--- src/rtl/sram_weightmem_reader.sv ---
`default_nettype none
// ============================================================================
// Module   : sram_weightmem_reader
// Brief    : Streams a run of consecutive words out of one weight-bank SRAM
//            onto a valid/ready stream. A credit check on issue keeps the
//            small output FIFO from overflowing across the one-cycle read
//            latency.
// Revision : 1.0 - initial release
// ============================================================================
module sram_weightmem_reader #(
  parameter int NUM_WORDS  = 256,
  parameter int DATA_WIDTH = 40,
  parameter int FIFO_DEPTH = 2,
  parameter int AW         = $clog2(NUM_WORDS)
) (
  input  logic                  clk_i,
  input  logic                  rst_i,
  input  logic                  start_i,
  input  logic [AW-1:0]         base_addr_i,
  input  logic [AW:0]           len_i,
  output logic                  busy_o,
  output logic                  done_o,
  output logic                  mem_req_o,
  output logic                  mem_we_o,
  output logic [AW-1:0]         mem_addr_o,
  input  logic [DATA_WIDTH-1:0] mem_rdata_i,
  output logic [DATA_WIDTH-1:0] data_o,
  output logic                  valid_o,
  input  logic                  ready_i
);

  localparam int PW = (FIFO_DEPTH > 1) ? $clog2(FIFO_DEPTH) : 1;
  localparam int CW = $clog2(FIFO_DEPTH + 1);

  localparam logic [1:0] c_IDLE  = 2'd0;
  localparam logic [1:0] c_ISSUE = 2'd1;
  localparam logic [1:0] c_DRAIN = 2'd2;

  localparam logic [AW-1:0] c_LAST_ADDR = AW'(NUM_WORDS - 1);
  localparam logic [PW-1:0] c_LAST_PTR  = PW'(FIFO_DEPTH - 1);
  localparam logic [CW:0]   c_DEPTH     = (CW + 1)'(FIFO_DEPTH);

  logic [1:0]            r_state;
  logic [AW-1:0]         r_addr;       // next address to issue
  logic [AW-1:0]         r_addr_hold;  // last issued address, shown while idle
  logic [AW:0]           r_remaining;
  logic [AW:0]           r_outstanding;
  logic                  r_inflight;
  logic                  r_busy;
  logic                  r_done;

  logic [DATA_WIDTH-1:0] r_mem [FIFO_DEPTH];
  logic [PW-1:0]         r_rd_ptr;
  logic [PW-1:0]         r_wr_ptr;
  logic [CW-1:0]         r_count;

  logic                  w_pop;
  logic                  w_push;
  logic                  w_issue;
  logic [CW:0]           w_level;
  logic [AW-1:0]         w_next_addr;

  // Occupancy after this cycle counts buffered words plus the read in flight;
  // a new read is only issued if a slot is guaranteed for its data.
  assign w_pop       = (r_count != '0) && ready_i;
  assign w_push      = r_inflight;
  assign w_level     = {1'b0, r_count} + {{CW{1'b0}}, r_inflight} - {{CW{1'b0}}, w_pop};
  assign w_issue     = (r_state == c_ISSUE) && (r_remaining != '0) && (w_level < c_DEPTH);
  assign w_next_addr = (r_addr == c_LAST_ADDR) ? '0 : r_addr + AW'(1);

  assign mem_req_o  = w_issue;
  assign mem_we_o   = 1'b0;
  assign mem_addr_o = w_issue ? r_addr : r_addr_hold;
  assign busy_o     = r_busy;
  assign done_o     = r_done;
  assign valid_o    = (r_count != '0);
  assign data_o     = r_mem[r_rd_ptr];

  // Job sequencer: start capture, read issue, and completion on the final pop.
  always_ff @(posedge clk_i) begin
    if (rst_i) begin
      r_state       <= c_IDLE;
      r_addr        <= '0;
      r_addr_hold   <= '0;
      r_remaining   <= '0;
      r_outstanding <= '0;
      r_inflight    <= 1'b0;
      r_busy        <= 1'b0;
      r_done        <= 1'b0;
    end else begin
      r_done     <= 1'b0;
      r_inflight <= w_issue;
      case (r_state)
        c_IDLE: begin
          if (start_i) begin
            r_addr        <= base_addr_i;
            r_remaining   <= len_i;
            r_outstanding <= len_i;
            if (len_i != '0) begin
              r_state <= c_ISSUE;
              r_busy  <= 1'b1;
            end else begin
              r_done  <= 1'b1;
            end
          end
        end
        default: begin
          if (w_issue) begin
            r_addr      <= w_next_addr;
            r_addr_hold <= r_addr;
            r_remaining <= r_remaining - (AW + 1)'(1);
            if (r_remaining == (AW + 1)'(1)) begin
              r_state <= c_DRAIN;
            end
          end
          if (w_pop) begin
            r_outstanding <= r_outstanding - (AW + 1)'(1);
            if (r_outstanding == (AW + 1)'(1)) begin
              r_state <= c_IDLE;
              r_busy  <= 1'b0;
              r_done  <= 1'b1;
            end
          end
        end
      endcase
    end
  end

  // Output FIFO: capture read data exactly in its valid cycle, pop on handshake.
  always_ff @(posedge clk_i) begin
    if (rst_i) begin
      r_rd_ptr <= '0;
      r_wr_ptr <= '0;
      r_count  <= '0;
      for (int i = 0; i < FIFO_DEPTH; i++) begin
        r_mem[i] <= '0;
      end
    end else begin
      if (w_push) begin
        r_mem[r_wr_ptr] <= mem_rdata_i;
        r_wr_ptr        <= (r_wr_ptr == c_LAST_PTR) ? '0 : r_wr_ptr + PW'(1);
      end
      if (w_pop) begin
        r_rd_ptr <= (r_rd_ptr == c_LAST_PTR) ? '0 : r_rd_ptr + PW'(1);
      end
      case ({w_push, w_pop})
        2'b10:   r_count <= r_count + CW'(1);
        2'b01:   r_count <= r_count - CW'(1);
        default: r_count <= r_count;
      endcase
    end
  end

endmodule
`default_nettype wire

--- config.mk ---
export PLATFORM = sky130hd
export DESIGN_NAME = sram_weightmem_reader
export DESIGN_NICKNAME = d
export VERILOG_FILES = /design/src/rtl/sram_weightmem_reader.sv
export SDC_FILE = /design/constraint.sdc
export NUM_CORES = 1
export LEC_CHECK = 0
export BUFFER_PORTS_ARGS = -buffer_cell sky130_fd_sc_hd__clkbuf_2
export CORE_MARGIN = 2
export CORE_UTILIZATION = 45
export CTS_CLUSTER_DIAMETER = 120
export DETAILED_ROUTE_END_ITERATION = 16
export PLACE_DENSITY = 0.71
export SLEW_MARGIN = 15
export SYNTH_ARGS = -nofsm -noshare
export SYNTH_HDL_FRONTEND = slang
export SYNTH_SLANG_ARGS = --single-unit
--- constraint.sdc ---
create_clock -name clk_i -period 3.4 [get_ports clk_i]
set_input_delay 0.68 -clock clk_i [delete_from_list [all_inputs] [get_ports clk_i]]
set_output_delay 0.68 -clock clk_i [all_outputs]
set_load 0.01 [all_outputs]
* Word level (Yosys, flattened, before mapping)
Memories as Yosys holds them, arrays and structs flattened. A register that Yosys moved wholly into a read port is not among the register bits.
Cells that the tools add are included.
** Word-level totals
- Bits in registers :: 43
- Bits in writable memories :: 80
- Logic and storage cells :: 86
- Output and inout bits :: 53
- Input bits :: 61
- Memories kept :: 1
** Memory list
- r_mem :: words 2, bits a word 40, rd ports 1, clocked after Yosys merged registers in 1, wr ports 2, line 52 : logic [DATA_WIDTH-1:0] r_mem [FIFO_DEPTH];
** Operators by class
- $lt $le $gt $ge :: 1
- Equality and inequality tests :: 8
- Reductions and logical operators :: 16
- Add/sub/neg operators :: 9
- Multiplexer cells :: 40
** Operators with widths (count)
- two-way mux 9 bit :: 5
- two-way mux 40 bit :: 1
- two-way mux 8 bit :: 5
- OR reduction 40 bit :: 1
- two-way mux 1 bit :: 21
- equality test 9 x 1 -> 1 bit, second input constant :: 2
- nonzero test 9 bit :: 2
- subtractor 9 x 1 -> 9 bit, second input constant :: 2
- two-way mux 2 bit :: 7
- nonzero test 2 bit :: 5
- adder 8 x 1 -> 8 bit, second input constant :: 1
- equality test 8 bit, second input constant :: 1
- AND reduction 2 bit :: 3
- equality test 2 x 1 -> 1 bit, second input constant :: 2
- != test 2 bit, second input constant :: 2
- one-hot mux 2 bit (2 select lines) :: 1
- AND reduction 4 bit :: 1
- adder 2 x 1 -> 3 bit :: 1
- logical AND 1 bit :: 3
- less-than comparator 3 x 2 -> 1 bit, second input constant :: 1
- subtractor 3 x 1 -> 3 bit :: 1
- adder 1 bit, second input constant :: 2
- adder 2 x 1 -> 2 bit, second input constant :: 1
- equality test 2 bit, second input constant :: 1
- 2 further kinds :: 2

* Depth between registers and ports, before layout
- Depth after elaboration :: 9
- Depth in mapped cells :: 12
- Depth with buffers taken out :: 10

* Least setup slack after synthesis
Ideal clock, no wire load.
- Path type :: input to output
- Start :: input port ready_i
- End :: output port mem_addr_o[0]
- Required time :: 2.720 ns
- Stages :: 10
- Data arrival time :: 2.653 ns
- Setup slack :: 0.067 ns
- Path through :: o21ai_0 -> nor2_1 -> or2_2 -> nand2_1 -> fa_1 -> xnor2_1 -> nand4_1 -> or2_1 -> buf_6 -> o21ai_0
** On the way
- Word-level cells in the longest chain between the ends :: 5
** RTL lines
- from (decl) :: line 29 : input logic ready_i
- logical AND 1 bit :: line 65 : assign w_pop = (r_count != '0) && ready_i;
- subtractor 3 x 1 -> 3 bit :: line 67 : assign w_level = {1'b0, r_count} + {{CW{1'b0}}, r_inflight} - {{CW{1'b0}}, w_pop};
- less-than comparator 3 x 2 -> 1 bit :: line 68 : assign w_issue = (r_state == c_ISSUE) && (r_remaining != '0) && (w_level < c_DEPTH);
- logical AND 1 bit :: line 68
- two-way mux 8 bit
- to (decl) :: line 25 : output logic [AW-1:0] mem_addr_o,
Every way passes these cells.

* Worst setup path after layout
- Start :: register r_count[0]
- End :: output port mem_addr_o[1]
** On the way
- Word-level cells in the longest chain between the ends :: 6
- Elaborated cells between the ends (all ways) :: 7
** RTL lines
- from (decl) :: line 55 : logic [CW-1:0] r_count;
- from (signal assigned) :: line 147 : 2'b10: r_count <= r_count + CW'(1);
- from (signal assigned) :: line 148 : 2'b01: r_count <= r_count - CW'(1);
- from (signal assigned) :: line 149 : default: r_count <= r_count;
- parallel branches: the longest is 2 deep, another holds adder 2 x 1 -> 3 bit
- subtractor 3 x 1 -> 3 bit (*) :: line 67
- less-than comparator 3 x 2 -> 1 bit (*) :: line 68
- logical AND 1 bit (*) :: line 68
- two-way mux 8 bit (*)
Mark *: on every way between the ends.

==> results.yml <==
power_and_ir_drop:
  powerDensity_mw_per_mm2: 588
  switching_power_mw: 1.02
  peakVddDrop_uv: 272
  power_frac_seq_pct: 41.2
  pwr-share-comb_pct: 14.0
  p_leak_nw: 3.05
  internal-power_mw: 3.32
  clockPowerShare_pct: 44.7
  swShare_pct: 23.5
critical_path:
  critPathKind: "flop to output port"
  startpoint_type: "flop"
  crit_required_ns: 2.72
  worstPathArrival_ns: 2.72
  end_kind: "output port"
  worst-path-max-fanout: 5
global_route:
  first_global_vias: 4393
  grt_start_max_net_pins: 42
  track_usage_pct: 19.4
  antenna_found_initial: 0
  grt-ovfl-total: 0
  grt_pass1_wl_um: 21400
routing:
  vias_per_cell: 5.29
  wirelength_um: 13300
  drtIter0Drc: 363
  routedWlPerCell_um: 16.2
  drt_pass1_iterations: 4
  routed.top_layer: "met4"
  wl_met3_um: 629
  route.detailed.drc: 0
  ant_nets: 0
  wl_met1_um: 5470
  dr_total_vias: 4343
  wl_met2_um: 6780
floorplan:
  core.rowCount: 41
  die_h_um: 118
  core_area_sq_mm: 0.0127
  io_pins: 114
  dieWidth_um: 118
  dieArea_sq_mm: 0.0140
  initial_core_util_pct: 46.3
synthesis:
  post-synth-top-area-cell: "edfxtp_1"
  ys_types: 57
  yosysWarnings: 0
  synth_top_area_share_pct: 41.0
  syn_inst: 513
  syn-num-nets: 581
  avgSynthCellArea_sq_um: 11.4
  syn_area_sq_mm: 0.00586
  synth-async-reset-ratio_pct: 0
  ys_seq_elements: 124
  synth_flop_cell: "edfxtp_1"
  synth_edf_count: 80
  synthMostInstantiatedCell: "and2_1"
  synthTopCellsByArea: "edfxtp_1 (41%), dfxtp_1 (15%), and2_1 (8.6%)"
  synth_common_cells: "and2_1 (81), edfxtp_1 (80), dfxtp_1 (44), mux2_2 (40), nand2_1 (38)"
  ys_seq_area_share_pct: 56.0
outcome:
  status: "finished, violations left"
  failed_checks: "setup timing"
timing:
  skew_ns: 0.00729
  relSlewSlack_pct: 35.9
  period_share_pct: 100
  worst_slack_ns: -0.00388
  worst_pin_slew_ns: 0.961
  slew_viol_final: 0
  fmax_mhz: 294
  rsz0062_at_grt: "true"
  min_period_ns: 3.40
  setup_viol: 3
  finalHoldViolations: 0
cts:
  cts_hold_buf: 0
  tritoncts: "yes"
  path_clk_slew_ns: 0.05
  cts-root-buf: "clkbuf_16"
  clock_latency_ns: 0.41
  cts_sinks: 124
  h-tree-depth: 4
  numCtsBuffers: 17
  clock_path_buffers: 2
cells_and_area:
  diodes: 0
  finish.utilization_pct: 58.3
  stdcell_count: 821
  n_fill_cell: 1050
  multi_input_area_sq_mm: 0.00246
  final_nets: 704
  drive_gt1_share_pct: 36.4
  seqCellArea_sq_mm: 0.00329
  syn_to_final_growth_pct: 26.0
place:
  pre_cts_slack_ns: -0.156
  portBuffers: 112
  post-dp-hpwl_um: 8860
  place_congestion: 0.852
  placed_cells: 784
worst_hold_path:
  hp-class: "flop to flop"
flow_run:
  maxCapViolCount: 0
-- repair_timing --
item / 4_1_cts / 5_1_grt
resized for setup: 3 / 29
setup buffers: 0 / 4
endpoints found under the setup margin: 8 / 8
gates cloned: 0 / 1
pin swaps: 1 / 8
-- worst max-delay path: stages, from the launching register on --
cell and delay [ns]:
dfxtp_4 0.38, o21ai_4 0.07, nor2_2 0.12, or2_4 0.13
nand2_2 0.05, fa_2 0.38, xnor2_2 0.17, nand4_1 0.19
or2_4 0.36, mux2_4 0.33, buf_6 0.12
-- final timing paths --
| path | start | end | slack [ns] | cells after the start |
|---|---|---|---|---|
| worst min register to register | busy_o | busy_o | 0.47 | 2 |
| worst min-delay path | busy_o | busy_o | 0.47 | 2 |
| worst max register to register | r_count[0] | r_addr[0] | 0.69 | 10 |
| worst max-delay path | r_count[0] | mem_addr_o[1] | -0.004 | 10 |
-- per-stage QoR --
step | hold slack (ns) | setup TNS, ns | total power, mW | instance area (sq um)
detailed placement | 0.462 | -1.19 | 2.40 | 6630
floorplan | 0.460 | 0 | 2.19 | 5860
CTS | 0.477 | 0 | 4.34 | 7270
finish | 0.472 | -0.00886 | 4.34 | 7380
global route | 0.508 | -0.575 | 4.51 | 7380
global placement | 0.448 | -0.535 | 2.38 | 6630
-- layer usage --
| metal | vias to the layer above | GRT usage [%] |
|---|---|---|
| met5 | - | 0 |
| met4 | 0 | 9.56 |
| met3 | 33 | 5.07 |
| met2 | 121 | 33.0 |
| met1 | 2110 | 22.8 |
| li1 | 2079 | - |
-- state kept, by name, summed over array words and instances (netlist names), 2 cells and up, named ones only --
signal         cells
r_mem             80
r_state            2
r_addr             8
r_addr_hold        8
r_outstanding      9
r_remaining        9
r_count            2
-- cell type report --
class                           instances  share of cell area, %
Tap cell                              172                   2.91
Clock buffer                           23                   6.34
Timing Repair Buffer                  132                   10.2
Clock inverter                          9                   2.27
Inverter                                9                  0.457
Multi-Input combinational cell        352                   33.3
Sequential cell                       124                   44.5
-- power groups by stage --
stage	registers (mW)	clock network, mW	logic, mW
6_report	1.79	1.94	0.609
5_1_grt	1.80	2.03	0.673
3_5_place_dp	1.82	0	0.580
3_3_place_gp	1.81	0	0.567
2_1_floorplan	1.79	0	0.406
4_1_cts	1.79	1.97	0.587
-- cells by family (layout without fill, tap and decap cells) --
kind of cell | Yosys count | in the layout | share of synthesized area, %
AND/OR/NAND/NOR | 207 | 208 | 20.1
adder cells (fa/ha/maj) | 7 | 7 | 1.62
multiplexers | 48 | 48 | 9.65
XOR/XNOR | 5 | 5 | 0.747
buffers and inverters | 38 | 173 | 3.05
flip-flops | 124 | 124 | 56.0
AO/OA/AOI/OAI | 83 | 83 | 8.73
other | 1 | 1 | 0.0640
-- cell usage in the layout (no fill, tap or decap), types with 4 or more instances in the layout --
| master | instances |
|---|---|
| o21ai_0 | 19 |
| clkbuf_16 | 17 |
| buf_6 | 6 |
| nand4_1 | 4 |
| dfxtp_1 | 41 |
| a211oi_1 | 4 |
| nand3_1 | 10 |
| or2_2 | 4 |
| nor2_1 | 28 |
| buf_4 | 21 |
| clkbuf_2 | 105 |
| clkbuf_1 | 4 |
| mux2_4 | 7 |
| inv_1 | 9 |
| and2_1 | 81 |
| nand2_1 | 37 |
| o31ai_1 | 6 |
| mux2_2 | 40 |
| edfxtp_1 | 80 |
| ha_1 | 6 |
| a21oi_1 | 26 |
| nor2b_4 | 7 |
| nand2b_1 | 4 |
| nor3_1 | 6 |
| bufinv_16 | 5 |
Note: power is estimated with default switching activity, not from simulation.
